$ cat src/rtl/enc8to3_q.sv
// -----------------------------------------------------------------------------
// enc8to3_q -- queued 8-to-3 priority encoder
//
// Requests on i are latched into a pending bitmap. Whenever the output slot is
// free (no valid code, or the current one is being acknowledged), the highest
// pending bit is issued as a registered binary code on y with v=1 and removed
// from the bitmap. If a request arrives for a bit that is already pending and
// is not being issued on that edge, the request is lost and the sticky ovf
// flag is raised.
//
// Ports
//   clk   in   1  rising-edge clock
//   rst_n in   1  asynchronous active-low reset
//   i     in   8  request lines, bit n requests code n (multi-hot allowed)
//   en    in   1  1 = capture requests and issue codes; 0 = freeze pend
//   ack   in   1  consumer accepts the current code (only meaningful when v=1)
//   clr   in   1  clears ovf (a simultaneous new overflow takes priority)
//   y     out  3  registered code of the issued request
//   v     out  1  y holds a valid, not yet accepted code
//   pend  out  8  registered pending-request bitmap
//   ovf   out  1  sticky lost-request flag
// -----------------------------------------------------------------------------
module enc8to3_q (
   input  logic       clk,
   input  logic       rst_n,
   input  logic [7:0] i,
   input  logic       en,
   input  logic       ack,
   input  logic       clr,
   output logic [2:0] y,
   output logic       v,
   output logic [7:0] pend,
   output logic       ovf
);

   logic       slot_free;
   logic       issue;
   logic [2:0] top_idx;
   logic [7:0] issue_mask;
   logic [7:0] req;
   logic       ovf_set;
   logic [7:0] pend_next;

   // Highest set pending bit; bit 7 has priority.
   // NOTE: every signal driven in always_comb gets a default first so that no
   // path leaves it unassigned, which would otherwise infer a latch.
   always_comb begin
      top_idx = 3'd0;
      for (int n = 0; n < 8; n++) begin
         if (pend[n]) top_idx = 3'(n);
      end
   end

   always_comb begin
      slot_free  = !v || ack;
      issue      = en && slot_free && (pend != 8'h00);
      issue_mask = issue ? (8'h01 << top_idx) : 8'h00;
      req        = en ? i : 8'h00;
      // A request for a bit that stays pending across this edge is lost. A bit
      // being issued right now can be re-armed by a new request (set wins).
      ovf_set    = |(req & pend & ~issue_mask);
      pend_next  = (pend & ~issue_mask) | req;
   end

   // NOTE: state registers use non-blocking assignments so every flop samples
   // pre-edge values, independent of statement order between blocks.
   // NOTE: all four registers are plain flops (no memory array), so every one
   // of them is cleared by the asynchronous reset.
   always_ff @(posedge clk or negedge rst_n) begin
      if (!rst_n) begin
         y    <= 3'd0;
         v    <= 1'b0;
         pend <= 8'h00;
         ovf  <= 1'b0;
      end else begin
         pend <= pend_next;

         if (issue) begin
            y <= top_idx;
            v <= 1'b1;
         end else if (ack) begin
            // y keeps its last value while v is low.
            v <= 1'b0;
         end

         if (ovf_set)  ovf <= 1'b1;
         else if (clr) ovf <= 1'b0;
      end
   end

endmodule

$ cat config.mk
export PLATFORM = sky130hd
export DESIGN_NAME = enc8to3_q
export DESIGN_NICKNAME = d
export VERILOG_FILES = /design/src/rtl/enc8to3_q.sv
export SDC_FILE = /design/constraint.sdc
export NUM_CORES = 1
export LEC_CHECK = 0
export ABC_AREA = 1
export BUFFER_PORTS_ARGS = -buffer_cell sky130_fd_sc_hd__buf_4
export CORE_MARGIN = 2
export CORE_UTILIZATION = 40
export CTS_BUF_LIST = sky130_fd_sc_hd__clkbuf_16
export DETAILED_ROUTE_END_ITERATION = 6
export PLACE_DENSITY_LB_ADDON = 0.3
export RECOVER_POWER = 25
export SLEW_MARGIN = 15
export SYNTH_ARGS = -nofsm -noshare
export SYNTH_HDL_FRONTEND = slang
export SYNTH_SLANG_ARGS = --single-unit
$ cat constraint.sdc
create_clock -name clk -period 1.4 [get_ports clk]
set_input_delay 0.28 -clock clk [delete_from_list [all_inputs] [get_ports clk]]
set_output_delay 0.28 -clock clk [all_outputs]
set_load 0.02 [all_outputs]
==> metrics.txt <==
CTS sink cnt=13; Initial Util=42.97%; status=finished with violations; antenna violations before repair=0; sw frac=about 28%; Pleak=0.6433 nW; RSZ-0062 raised after global routing=yes; 1st-pass router iterations=4; via count=slightly above 800; clock skew=2.269 ps; Worst setup SP type=register; clock buffer depth=2; post-route DRC violation count=0; Clk network pwr share=approximately 40%; CP max stage delay=440 ps; CP Max Fanout=4; failing checks=setup timing; design area=1182 um^2; Die Wd=between 40 and 50 um; H-tree depth=1; Synth Net Count=123; worst path cell trace=nor2_4 -> nand2_4 -> inv_2 -> nand3_2 -> inv_2 -> buf_4 -> nand3_2 -> nand3b_1 -> nand2_1 -> nor2_1 -> nand2_1; PwrDens=1121 nW/um^2; clk slew on worst S/H paths=40 ps; crit path buf inv count=3; period utilisation layout=106.2%; sequential element share of the synthesized area=between 40% and 50%; total of max-cap violations=0; Sequential Power Share=around 34%; Max Fclk=0.6723 GHz; Max Slew Vio Count=0; most frequent cells in the layout=45 x nand2_1, 37 x buf_4, 12 x nor2_1; DRT iter0 DRCs=13; Pint=0.9508 mW; final hold vios=0; critical path endpoint category=register; Psw=approximately 0.37 mW; Mean Syn Cell Area=about 6.7 um^2; IO Port Bufs=25; via/cell ratio=4.661; crit path kind=reg -> reg; Die H=roughly 47 um; data required time of the worst path=1530 ps; I/O pin cnt=26; Skew-Pair Late Insertion Delay=240 ps; Root Driver=clkbuf_16; Fin Hold WS=259.8 ps; number of cell rows=15; Synth warnings=0; wire length per cell=11.31 um; Rel. slew slack=51.86%; Final WS setup=-87.44 ps; n_diodes=0; Overall Global Routing Usage=approximately a fifth; GP Congestion=just over 0.9; Layout area overhead=59.36%; Core Box Area=1727 um^2; Combinational Power Share=25.9%; commonest non-fill, non-tap cell in the layout=nand2_1; placed cell area=roughly 1000 um^2; first-pass GRT wire length=3.084 mm; total power=1.325 mW; dpl hpwl=1.468 mm; grt total ovfl=0; Cells after Synth=between 100 and 150; cts bufs inserted=3; hold crit path type=in -> reg; Post-DRT Antenna Nets=0; flops & latches, synth=13; worst-margin pin slew=722.1 ps; vias in the first global route=734; slowest cell on the critical path=dfrtp_2; min Tclk post-route=approximately 1500 ps; Finish-stage setup viols=1; post-synthesis cell area=742.0 um^2; share of cells above drive strength 1=38.82%; pre-CTS WS=-106.5 ps; count of cell types in the netlist=14; largest net degree at the start of global routing=14; Final nets=about 170; Routed WL=2.002 mm; WP data arrival=1620 ps; CTS tree=built; Max VDD drop=between 0.0006 and 0.0007 V; Worst path top cell family by delay=simple AND/OR/NAND/NOR gates; die area=2216 um^2
-- cell type report --
cell class / count / area [um^2]
flip-flops and latches: 13 / 327.8
repair buffers: 39 / 291.5
clock buffers: 3 / 75.07
multi-input cells: 81 / 396.6
inverters: 15 / 56.30
well taps: 25 / 31.28
clock inverters: 1 / 3.754
fillers: 157 / 544.3
-- cell families after synthesis --
logic type	count (synthesis)	share of synthesized area (%)
AND/OR/NAND/NOR	75	41.82
buffers and inverters	16	8.600
flip-flops	13	43.84
AO/OA/AOI/OAI	6	5.735
-- synth_stat cells, drive strengths merged --
cell type  instances  area share [%]
nand4              2             1.7
dfrtp             13              44
o21ai              4             2.7
nand3b             2             2.0
buf                1             1.0
nor2              17             9.6
nand2             47              24
inv               15             7.6
a21oi              1             2.2
nand3              7             4.7
a31oi              1            0.84
-- final timing paths --
check | to | from | slack [ps] | depth (start not counted)
min in group asynchronous | y[0] | rst_n | 610 | 2
worst max register to register | ovf | pend[6] | -90 | 11
worst max-delay path | ovf | pend[6] | -90 | 11
worst min register to register | y[2] | y[2] | 480 | 2
max in group asynchronous | pend[6] | rst_n | 290 | 2
worst min-delay path | pend[1] | i[1] | 260 | 3
-- flip-flops by register name, indices dropped and copies added (netlist names) --
| signal | flops |
|---|---|
| pend | 8 |
| v | 1 |
| y | 3 |
| ovf | 1 |
-- worst reg2reg max path: cells and delay by family, from the launching register on --
family	cells	cell delay, ps
and+or+nand+nor	8	690
DFF	1	440
buffers and inverters	3	250
-- power groups by stage --
stage | Combinational [mW] | Clock [mW] | Sequential, mW
2_1_floorplan | 0.115 | 0 | 0.494
3_3_place_gp | 0.311 | 0 | 0.447
4_1_cts | 0.330 | 0.540 | 0.446
3_5_place_dp | 0.315 | 0 | 0.452
6_report | 0.343 | 0.529 | 0.453
5_1_grt | 0.379 | 0.568 | 0.457
-- timing repair --
item                                   in CTS  in global routing
buffers inserted                            2                  3
endpoints found under the hold margin      13                  0
pin swaps                                   2                  6
hold buffers                                1                  0
gates resized for setup                     4                 12
setup endpoints to repair                   1                  4
-- layer usage --
layer / track usage [%] / part of all wire [%] / vias to the layer above
li1: - / - / 424
met3: 4.615 / 5.3 / 5
met4: 8.333 / 1.8 / 0
met1: 26.37 / 44 / 374
met5: 0 / 0 / -
met2: 33.70 / 49 / 22
-- metrics by stage --
| step | setup TNS (ps) | utilization [%] | instances |
|---|---|---|---|
| 3_3_place_gp | -62.64 | 58.70 | 167 |
| 5_1_grt | -286.3 | 68.48 | 177 |
| 4_1_cts | -42.95 | 65.43 | 174 |
| 2_1_floorplan | 0 | - | 110 |
| 3_5_place_dp | -106.5 | 58.70 | 167 |
| 6_report | -87.44 | 68.48 | 177 |
Note: power is estimated with default switching activity, not from simulation.
